[src/rtl/riscv_ctrl_pkg.sv]
// Shared encodings for the multi-cycle RISC-V control FSM: states, opcodes,
// ImmSel codes, datapath mux selects and the per-state control word.
package riscv_ctrl_pkg;

  typedef enum logic [2:0] {
    S_IDLE, S_FETCH, S_DECODE, S_EXEC, S_MEM, S_WB, S_HALT
  } state_t;

  typedef enum logic [3:0] {
    C_OP, C_OPIMM, C_LOAD, C_STORE, C_BRANCH, C_JAL, C_JALR, C_LUI, C_AUIPC, C_ILL
  } iclass_t;

  localparam logic [6:0] OPC_LUI    = 7'b0110111;
  localparam logic [6:0] OPC_AUIPC  = 7'b0010111;
  localparam logic [6:0] OPC_JAL    = 7'b1101111;
  localparam logic [6:0] OPC_JALR   = 7'b1100111;
  localparam logic [6:0] OPC_BRANCH = 7'b1100011;
  localparam logic [6:0] OPC_LOAD   = 7'b0000011;
  localparam logic [6:0] OPC_STORE  = 7'b0100011;
  localparam logic [6:0] OPC_OPIMM  = 7'b0010011;
  localparam logic [6:0] OPC_OP     = 7'b0110011;

  localparam logic [2:0] IMM_I    = 3'b000;
  localparam logic [2:0] IMM_S    = 3'b001;
  localparam logic [2:0] IMM_B    = 3'b010;
  localparam logic [2:0] IMM_U    = 3'b011;
  localparam logic [2:0] IMM_J    = 3'b100;
  localparam logic [2:0] IMM_NONE = 3'b111;

  localparam logic [1:0] SRCA_PC    = 2'b00;
  localparam logic [1:0] SRCA_RS1   = 2'b01;
  localparam logic [1:0] SRCA_OLDPC = 2'b10;
  localparam logic [1:0] SRCB_RS2   = 2'b00;
  localparam logic [1:0] SRCB_IMM   = 2'b01;
  localparam logic [1:0] SRCB_FOUR  = 2'b10;
  localparam logic [1:0] ALU_ADD    = 2'b00;
  localparam logic [1:0] ALU_BR     = 2'b01;
  localparam logic [1:0] ALU_FUNCT  = 2'b10;
  localparam logic [1:0] RES_ALUOUT = 2'b00;
  localparam logic [1:0] RES_MEM    = 2'b01;
  localparam logic [1:0] RES_ALU    = 2'b10;

  // pc_jump: unconditional PC load in EXEC; pc_br: PC load qualified by br_taken.
  typedef struct packed {
    logic       mem_req;
    logic       mem_we;
    logic       addr_src;
    logic       pc_jump;
    logic       pc_br;
    logic       reg_write;
    logic [1:0] alu_src_a;
    logic [1:0] alu_src_b;
    logic [1:0] alu_op;
    logic [1:0] result_src;
    logic       busy;
  } ctrl_t;

  localparam ctrl_t CTRL_IDLE = '0;

  function automatic ctrl_t ctrl_for(state_t s, iclass_t c);
    ctrl_t o;
    o = CTRL_IDLE;
    case (s)
      S_FETCH: begin
        o.mem_req   = 1'b1;
        o.alu_src_a = SRCA_PC;
        o.alu_src_b = SRCB_FOUR;
        o.alu_op    = ALU_ADD;
        o.busy      = 1'b1;
      end
      S_DECODE: begin
        o.alu_src_a = SRCA_OLDPC;
        o.alu_src_b = SRCB_IMM;
        o.alu_op    = ALU_ADD;
        o.busy      = 1'b1;
      end
      S_EXEC: begin
        o.busy = 1'b1;
        case (c)
          C_OP: begin
            o.alu_src_a = SRCA_RS1;
            o.alu_src_b = SRCB_RS2;
            o.alu_op    = ALU_FUNCT;
          end
          C_OPIMM: begin
            o.alu_src_a = SRCA_RS1;
            o.alu_src_b = SRCB_IMM;
            o.alu_op    = ALU_FUNCT;
          end
          C_LOAD, C_STORE, C_LUI: begin
            o.alu_src_a = SRCA_RS1;
            o.alu_src_b = SRCB_IMM;
          end
          C_BRANCH: begin
            o.alu_src_a  = SRCA_RS1;
            o.alu_src_b  = SRCB_RS2;
            o.alu_op     = ALU_BR;
            o.pc_br      = 1'b1;
            o.result_src = RES_ALUOUT;
          end
          C_JAL: begin
            // PC takes the DECODE target while old PC + 4 lands in the result register
            o.alu_src_a  = SRCA_OLDPC;
            o.alu_src_b  = SRCB_FOUR;
            o.pc_jump    = 1'b1;
            o.result_src = RES_ALUOUT;
          end
          C_JALR: begin
            o.alu_src_a  = SRCA_RS1;
            o.alu_src_b  = SRCB_IMM;
            o.pc_jump    = 1'b1;
            o.result_src = RES_ALU;
          end
          C_AUIPC: begin
            o.alu_src_a = SRCA_OLDPC;
            o.alu_src_b = SRCB_IMM;
          end
          default: ;
        endcase
      end
      S_MEM: begin
        o.mem_req  = 1'b1;
        o.addr_src = 1'b1;
        o.mem_we   = (c == C_STORE);
        o.busy     = 1'b1;
      end
      S_WB: begin
        o.reg_write  = 1'b1;
        o.result_src = (c == C_LOAD) ? RES_MEM : RES_ALUOUT;
        o.busy       = 1'b1;
      end
      default: ;
    endcase
    return o;
  endfunction

endpackage

[src/rtl/imm_sel_decode.sv]
// Opcode -> ImmSel, instruction class and legality. Purely combinational.
module imm_sel_decode
  import riscv_ctrl_pkg::*;
(
  input  logic [6:0] opcode,
  output logic [2:0] imm_sel,
  output iclass_t    iclass,
  output logic       legal
);

  always_comb begin
    imm_sel = IMM_NONE;
    iclass  = C_ILL;
    legal   = 1'b1;
    case (opcode)
      OPC_OPIMM:  begin imm_sel = IMM_I;    iclass = C_OPIMM;  end
      OPC_LOAD:   begin imm_sel = IMM_I;    iclass = C_LOAD;   end
      OPC_JALR:   begin imm_sel = IMM_I;    iclass = C_JALR;   end
      OPC_STORE:  begin imm_sel = IMM_S;    iclass = C_STORE;  end
      OPC_BRANCH: begin imm_sel = IMM_B;    iclass = C_BRANCH; end
      OPC_LUI:    begin imm_sel = IMM_U;    iclass = C_LUI;    end
      OPC_AUIPC:  begin imm_sel = IMM_U;    iclass = C_AUIPC;  end
      OPC_JAL:    begin imm_sel = IMM_J;    iclass = C_JAL;    end
      OPC_OP:     begin imm_sel = IMM_NONE; iclass = C_OP;     end
      default:    legal = 1'b0;
    endcase
  end

endmodule

[src/rtl/multicycle_ctrl_fsm.sv]
// Multi-cycle RISC-V control FSM (FETCH/DECODE/EXEC/MEM/WB, sticky illegal HALT).
// Define INSTRET_CNT_EN to add the retired-instruction counter output instret_cnt.
module multicycle_ctrl_fsm
  import riscv_ctrl_pkg::*;
#(
  parameter int XLEN  = 32,
  parameter int OPC_W = 7
) (
  input  logic             clk,
  input  logic             rst_n,
  input  logic [OPC_W-1:0] opcode,
  input  logic [2:0]       funct3,
  input  logic             br_taken,
  input  logic             mem_ready,
  output logic             mem_req,
  output logic             mem_we,
  output logic             addr_src,
  output logic             ir_write,
  output logic             pc_write,
  output logic             reg_write,
  output logic [1:0]       alu_src_a,
  output logic [1:0]       alu_src_b,
  output logic [1:0]       alu_op,
  output logic [1:0]       result_src,
  output logic [2:0]       ImmSel,
  output logic             illegal,
  output logic             busy
`ifdef INSTRET_CNT_EN
  ,
  output logic [XLEN-1:0]  instret_cnt
`endif
);

  state_t     state, state_n;
  iclass_t    cls_q, cls_n, dec_cls;
  logic [2:0] imm_q, dec_imm;
  logic       dec_legal;
  ctrl_t      ctl;

  // funct3 is decoded by the ALU control, not by the sequencer
  logic [2:0] unused_funct3;
  assign unused_funct3 = funct3;

  imm_sel_decode u_dec (
    .opcode  (opcode),
    .imm_sel (dec_imm),
    .iclass  (dec_cls),
    .legal   (dec_legal)
  );

  always_comb begin
    state_n = state;
    cls_n   = cls_q;
    case (state)
      S_IDLE:   state_n = S_FETCH;
      S_FETCH:  if (mem_ready) state_n = S_DECODE;
      S_DECODE: begin
        cls_n   = dec_cls;
        state_n = dec_legal ? S_EXEC : S_HALT;
      end
      S_EXEC: begin
        case (cls_q)
          C_LOAD, C_STORE: state_n = S_MEM;
          C_BRANCH:        state_n = S_FETCH;
          default:         state_n = S_WB;
        endcase
      end
      S_MEM:    if (mem_ready) state_n = (cls_q == C_STORE) ? S_FETCH : S_WB;
      S_WB:     state_n = S_FETCH;
      default:  state_n = S_HALT;
    endcase
  end

  // Control word is registered against the next state, so outputs are glitch-free
  // Moore outputs of the state being entered.
  always_ff @(posedge clk) begin
    if (!rst_n) begin
      state   <= S_IDLE;
      cls_q   <= C_ILL;
      imm_q   <= IMM_NONE;
      ctl     <= CTRL_IDLE;
      illegal <= 1'b0;
    end else begin
      state <= state_n;
      cls_q <= cls_n;
      ctl   <= ctrl_for(state_n, cls_n);
      if (state == S_DECODE) begin
        imm_q <= dec_imm;
        if (!dec_legal) illegal <= 1'b1;
      end else if (state_n == S_FETCH) begin
        imm_q <= IMM_NONE;
      end
    end
  end

  // IR is only loaded at the end of FETCH, so DECODE must see ImmSel live from opcode.
  assign ImmSel     = (state == S_DECODE) ? dec_imm : imm_q;
  assign ir_write   = (state == S_FETCH) && mem_ready;
  assign pc_write   = ir_write || ctl.pc_jump || (ctl.pc_br && br_taken);
  assign mem_req    = ctl.mem_req;
  assign mem_we     = ctl.mem_we;
  assign addr_src   = ctl.addr_src;
  assign reg_write  = ctl.reg_write;
  assign alu_src_a  = ctl.alu_src_a;
  assign alu_src_b  = ctl.alu_src_b;
  assign alu_op     = ctl.alu_op;
  assign result_src = ctl.result_src;
  assign busy       = ctl.busy;

`ifdef INSTRET_CNT_EN
  logic retire;
  assign retire = (state == S_WB)
               || (state == S_EXEC && cls_q == C_BRANCH)
               || (state == S_MEM  && cls_q == C_STORE && mem_ready);

  always_ff @(posedge clk) begin
    if (!rst_n)      instret_cnt <= '0;
    else if (retire) instret_cnt <= instret_cnt + XLEN'(1);
  end
`else
  logic [XLEN-1:0] unused_xlen;
  assign unused_xlen = '0;
`endif

endmodule

[config.mk]
export PLATFORM = sky130hd
export DESIGN_NAME = multicycle_ctrl_fsm
export DESIGN_NICKNAME = d
export VERILOG_FILES = /design/src/rtl/riscv_ctrl_pkg.sv /design/src/rtl/imm_sel_decode.sv /design/src/rtl/multicycle_ctrl_fsm.sv
export SDC_FILE = /design/constraint.sdc
export NUM_CORES = 1
export LEC_CHECK = 0
export BUFFER_PORTS_ARGS = -buffer_cell sky130_fd_sc_hd__buf_2
export CAP_MARGIN = 20
export CORE_UTILIZATION = 45
export DETAILED_ROUTE_END_ITERATION = 16
export GPL_TIMING_DRIVEN = 0
export PLACE_DENSITY = 0.68
export SLEW_MARGIN = 20
export SYNTH_ARGS = -nofsm -noshare
export SYNTH_HDL_FRONTEND = slang
export SYNTH_SLANG_ARGS = --single-unit
[constraint.sdc]
create_clock -name clk -period 3 [get_ports clk]
set_clock_uncertainty 0.1 [all_clocks]
set_input_delay 0 -clock clk [delete_from_list [all_inputs] [get_ports clk]]
set_output_delay 0 -clock clk [all_outputs]
set_load 0.01 [all_outputs]
==> out/results.ini, run 1 <==
[logic_synthesis]
async_reset_ff_frac = 0
syn-cell-area_mm2 = 0.00139
synth_xor_area_frac = 0.0126
avgSynthCellArea_um2 = 8.43
synth_nets = 179
synth.area.mux_share = 0
synth_adder_area_share = 0
synth_edf_count = 0
synth.distinct_cells = 45
synth_compound_area_frac = 0.236
synth-seq-cells = 26
syn-instance-count = 165
synthSimpleGateAreaFrac = 0.296
yosysSeqAreaShare = 0.374
ys.flop_type = dfxtp_1
synth_top_family_by_area = simple AND/OR/NAND/NOR gates
synth_warnings = 0

[cts]
insertion_delay_ns = 0.31
cts_buffer_depth = 2
cts_buffers = 3
cts-root-buf = clkbuf_4
cts_tree = yes
clock_sinks = 26
clk_pin_slew_ns = 0.13
h-tree-depth = 1
cts_setup_buffers = 0

[floorplanning]
num_rows = 19
core_mm2 = 0.00285
start_util = 0.488
die_w_um = 57.6
top_level_ports = 33
die_area_mm2 = 0.00332
die_h_um = 57.6

[setup_path]
critical_path_class = register to register
crit_required_ns = 3.16
critPathMaxFanout = 8
cp-start-kind = register
end_kind = register
arrival_ns = 2.55

[status]
violations = design-rule violations
outcome = complete, but fails checks

[pwr]
peakVddDrop_mv = 0.266
power_density_mw_per_mm2 = 452
leakage_nw = 0.720

[global_route]
grt.total_usage = 0.193
grt_overflow = 0
first_global_vias = 1171
antenna_found_initial = 0
grt_first_pass_wirelength_um = 5030
grt_max_degree = 16

[route]
wl_per_cell_um = 12.9
drt_wl_total_um = 2980
dr_total_vias = 1271
routed_via_density = 5.53
first_pass_iters = 10
drc = 2
ant_nets = 0
drtIter0Drc = 37

[timing]
rsz0062_at_grt = no
worst_pin_slew_ns = 0.565
post-route-period-util = 0.795
slew_viol_final = 0
setup_tns_ns = 0
fmax_mhz = 419
slew_headroom = 0.620
fin_ws_ns = 0.615
finalHoldViolCount = 0
setup_viol = 0
min_period_ns = 2.39

[layout]
antenna_cells = 0
area_delta_synth_final_pct = 17.7
final_nets = 214
layout-drive-gt1-share = 0.246
num-fill-cells = 277
final_cell_mix = buf_2, dfxtp_1, nand2_1
layout_commonest_cell = buf_2

[placed_design]
hpwl_um = 2370
portBuffers = 29
place_congestion = 0.856
dp_slack_ns = 0.645

[min_path]
hold_class = primary input to register

[run]
maxCapViolations = 0

==> layer usage <==
| metal | wire, um | track usage |
|---|---|---|
| met1 | 1440 | 0.257 |
| met2 | 1370 | 0.329 |
| met3 | 153 | 0.0295 |
| met4 | 12 | 0.0418 |
| met5 | 0 | 0 |
==> per-stage QoR <==
stage	power, mW	utilization	hold WS (ns)	instances	instance area (um2)
after floorplan	0.470	-	0.0282	165	1390
after global placement	0.510	0.552	0.181	225	1580
after CTS	0.748	0.574	0.162	230	1640
after detailed placement	0.513	0.552	0.187	225	1580
final	0.741	0.574	0.168	230	1640
after global routing	0.778	0.574	0.160	230	1640
==> Yosys cell counts, drive strengths merged, types with 2 or more instances <==
cell / n / area share
dfxtp: 26 / 0.37
inv: 5 / 0.013
nand2b: 5 / 0.022
nor2b: 4 / 0.018
o31ai: 2 / 0.011
nand3: 3 / 0.011
nor3: 10 / 0.036
and2: 9 / 0.040
nor2: 14 / 0.049
a21oi: 8 / 0.029
o21bai: 3 / 0.016
and3: 2 / 0.0090
nor3b: 3 / 0.016
o22ai: 3 / 0.023
nand2: 14 / 0.038
o31a: 4 / 0.025
o21ai: 10 / 0.039
xnor2: 2 / 0.013
buf: 10 / 0.055
clkbuf: 5 / 0.013
o21a: 4 / 0.022
or3: 2 / 0.0090
==> final cells by class <==
cell class	instances	area, um2	share of cell area
Sequential cell	26	520	0.318
Timing Repair Buffer	30	155	0.0947
Clock inverter	1	30.0	0.0183
Buffer	15	95.1	0.0581
Inverter	5	18.8	0.0115
Multi-Input combinational cell	119	757	0.462
Clock buffer	3	22.5	0.0138
Tap cell	31	38.8	0.0237
==> worst paths after layout <==
path	from	end	slack [ns]	cells after the start
setup / recovery	state[1]	alu_src_a[1]	0.61	8
hold reg to reg	imm_q[1]	imm_q[1]	0.41	2
setup reg to reg	state[1]	alu_src_a[1]	0.61	8
hold / removal	opcode[5]	result_src[1]	0.17	4
==> power by group <==
| part | total, mW | internal [mW] | switching, mW | leakage [nW] |
|---|---|---|---|---|
| Combinational | 0.139 | 0.0577 | 0.0809 | 0.481 |
| Clock | 0.233 | 0.135 | 0.0982 | 0.0279 |
| Sequential | 0.369 | 0.360 | 0.00841 | 0.211 |
| Total | 0.741 | 0.553 | 0.187 | 0.720 |
==> critical path, cell delays in order, from the launching register on <==
cell and delay (ns):
dfxtp_1 0.42, or3b_1 0.38, buf_6 0.15, nor2_8 0.08
o21ai_2 0.09, o32a_4 0.43, or3_1 0.38, a21oi_1 0.15
o21a_1 0.14
==> what timing repair did <==
item / CTS / global route
endpoints found under the hold margin: 4 / 0
hold buffers: 1 / 0
endpoints found under the setup margin: 0 / 0
gates resized for setup: 0 / 0
==> registers in the layout (all words and copies together) (netlist names) <==
name        count
result_src      2
mem_req         1
ctl             2
illegal         1
imm_q           3
mem_we          1
cls_q           4
reg_write       1
busy            1
alu_src_b       2
addr_src        1
alu_op          2
state           3
alu_src_a       2
==> kinds of logic (layout without fill, tap and decap cells) <==
| family | after synthesis | after routing |
|---|---|---|
| XOR/XNOR | 2 | 2 |
| AO/OA/AOI/OAI | 43 | 43 |
| flip-flops | 26 | 26 |
| buffers and inverters | 20 | 54 |
| AND/OR/NAND/NOR | 74 | 74 |
Note: power is estimated with default switching activity, not from simulation.
==> inputs of run 2 (changes only) <==
- clock period: 3 -> 2.3 ns (I/O delays scaled with it)
==> run 2 against run 1 <==
- the run still ends with design-rule violations left
- worst hold slack worse by 0.0091 ns
- global-route usage increased by 0.43 points
- non-clock buffer count increased by 8
- clock-buffer cell count is the same
- maximum frequency up 5.0%
- register-to-register slack lost 0.59 ns
- die area unchanged
- core utilization is 4.1 points higher
- via count is 4.3% higher
- worst setup slack worse by 0.59 ns
- combinational power rose by 43%
- sequential power grew 30%
- critical path type unchanged
==> out/results.ini, run 2 (synthesis gave the netlist of run 1 again) <==
[setup_path]
crit_required_ns = 2.48
critPathMaxFanout = 4
cp-start-kind = register
crit_path_end = alu_src_a[1]
reg2regPathDepth = 8
critical_path_class = register to register
arrival_ns = 2.45
startpoint = state[2]
r2r-start = state[2]
rrSetupSlack_ns = 0.03
end_kind = register
worstReg2RegEnd = alu_src_a[1]

[timing]
rsz0062_at_grt = yes
fmax_mhz = 440
setup_viol = 0
slew_viol_final = 0
finalHoldViolCount = 0
post-route-period-util = 0.988
worst_pin_slew_ns = 0.646
min_period_ns = 2.27
holdWs_ns = 0.158
slew_headroom = 0.566

[layout]
final_nets = 222
layout-drive-gt1-share = 0.329
largest-register = cls_q
largest_register_ffs = 4
antenna_cells = 0
area_delta_synth_final_pct = 26.1
largestRegisters = cls_q: 4 flops, imm_q: 3 flops, state: 3 flops
final_cell_mix = buf_2, dfxtp_1, buf_4
layout_commonest_cell = buf_2
final_area_mm2 = 0.00175

[route]
wl_per_cell_um = 13.6
routed_via_density = 5.57
drc = 2
dr_total_vias = 1326
ant_nets = 0
drt_wl_total_um = 3250
first_pass_iters = 10
drtIter0Drc = 38

[global_route]
grt_first_pass_wirelength_um = 5110
grt.met1_usage = 0.260
top_usage_layer = met2
met3_usage = 0.0295
grt.total_usage = 0.197
first_global_vias = 1182
use_met2 = 0.341
grt_max_degree = 16
grt_overflow = 0
antenna_found_initial = 0

[cts]
h-tree-depth = 1
cts_buffers = 3
clk_pin_slew_ns = 0.13
clock_sinks = 26
cts_buffer_depth = 2
insertion_delay_ns = 0.32
cts-root-buf = clkbuf_4
cts_tree = yes

[floorplanning]
num_rows = 19
top_level_ports = 33
die_h_um = 57.6
core_mm2 = 0.00285
die_w_um = 57.6
die_area_mm2 = 0.00332
start_util = 0.488

[placed_design]
placed_cell_area_mm2 = 0.00158
hpwl_um = 2370
portBuffers = 29
place_congestion = 0.856

[status]
violations = design-rule violations
outcome = complete, but fails checks

[pwr]
leakage_nw = 0.768
power_density_mw_per_mm2 = 565
peakVddDrop_mv = 0.348

[min_path]
hold_class = primary input to register

[run]
maxCapViolations = 0

run 2: how the worst min path moves through the flow:
stage	slack (ns)	cells past startpoint	to	start
3_3_place_gp	0.18	2	state[2]	rst_n
6_report	0.16	4	result_src[1]	opcode[5]
5_1_grt	0.16	4	result_src[1]	opcode[5]
4_1_cts	0.16	4	ctl[11]	opcode[5]
2_1_floorplan	0.03	1	state[2]	rst_n
3_5_place_dp	0.19	2	state[2]	rst_n
run 2: critical path, stage by stage (launching register included):
cell and delay, ns:
dfxtp_4 0.38, or3b_1 0.36, buf_6 0.14, nor2_8 0.09, o21ai_4 0.08, o32a_4 0.40
or3_4 0.38, a21oi_2 0.14, o21a_1 0.15
run 2: final cells by class:
type	count	area (um2)
clock buffers	3	22.5
well taps	31	38.8
flip-flops and latches	26	527
inverters	5	18.8
plain buffers	15	95.1
fillers	262	1100
clock inverters	1	30.0
repair buffers	38	215
multi-input cells	119	807
run 2: metal layers:
layer  vias up  wire length [um]
met5         -                 0
met1       626              1550
met2        27              1570
met3         4               111
met4         0                23
li1        669                 -
run 2: report_power, final:
| part | internal [mW] | switching, mW |
|---|---|---|
| Combinational | 0.0848 | 0.114 |
| Sequential | 0.471 | 0.00970 |
| Clock | 0.176 | 0.134 |
| Total | 0.732 | 0.258 |
run 2: repair_timing:
| item | CTS | global route |
|---|---|---|
| hold buffers | 1 | 0 |
| hold endpoints to repair | 4 | 0 |
| buffers inserted | 2 | 6 |
| gates resized for setup | 3 | 11 |
| setup endpoints to repair | 6 | 7 |
| pin swaps | 1 | 7 |
run 2: through the flow:
| stage | utilization | power [mW] | TNS [ns] | worst slack, ns | cells |
|---|---|---|---|---|---|
| 6_report | 0.615 | 0.991 | 0 | 0.0274 | 238 |
| 5_1_grt | 0.615 | 1.03 | -0.0793 | -0.0380 | 238 |
| 4_1_cts | 0.582 | 0.978 | 0 | 0.0128 | 232 |
| 3_5_place_dp | 0.552 | 0.670 | -0.115 | -0.0553 | 225 |
| 3_3_place_gp | 0.552 | 0.666 | -0.0277 | -0.0172 | 225 |
| 2_1_floorplan | - | 0.614 | 0 | 0.109 | 165 |
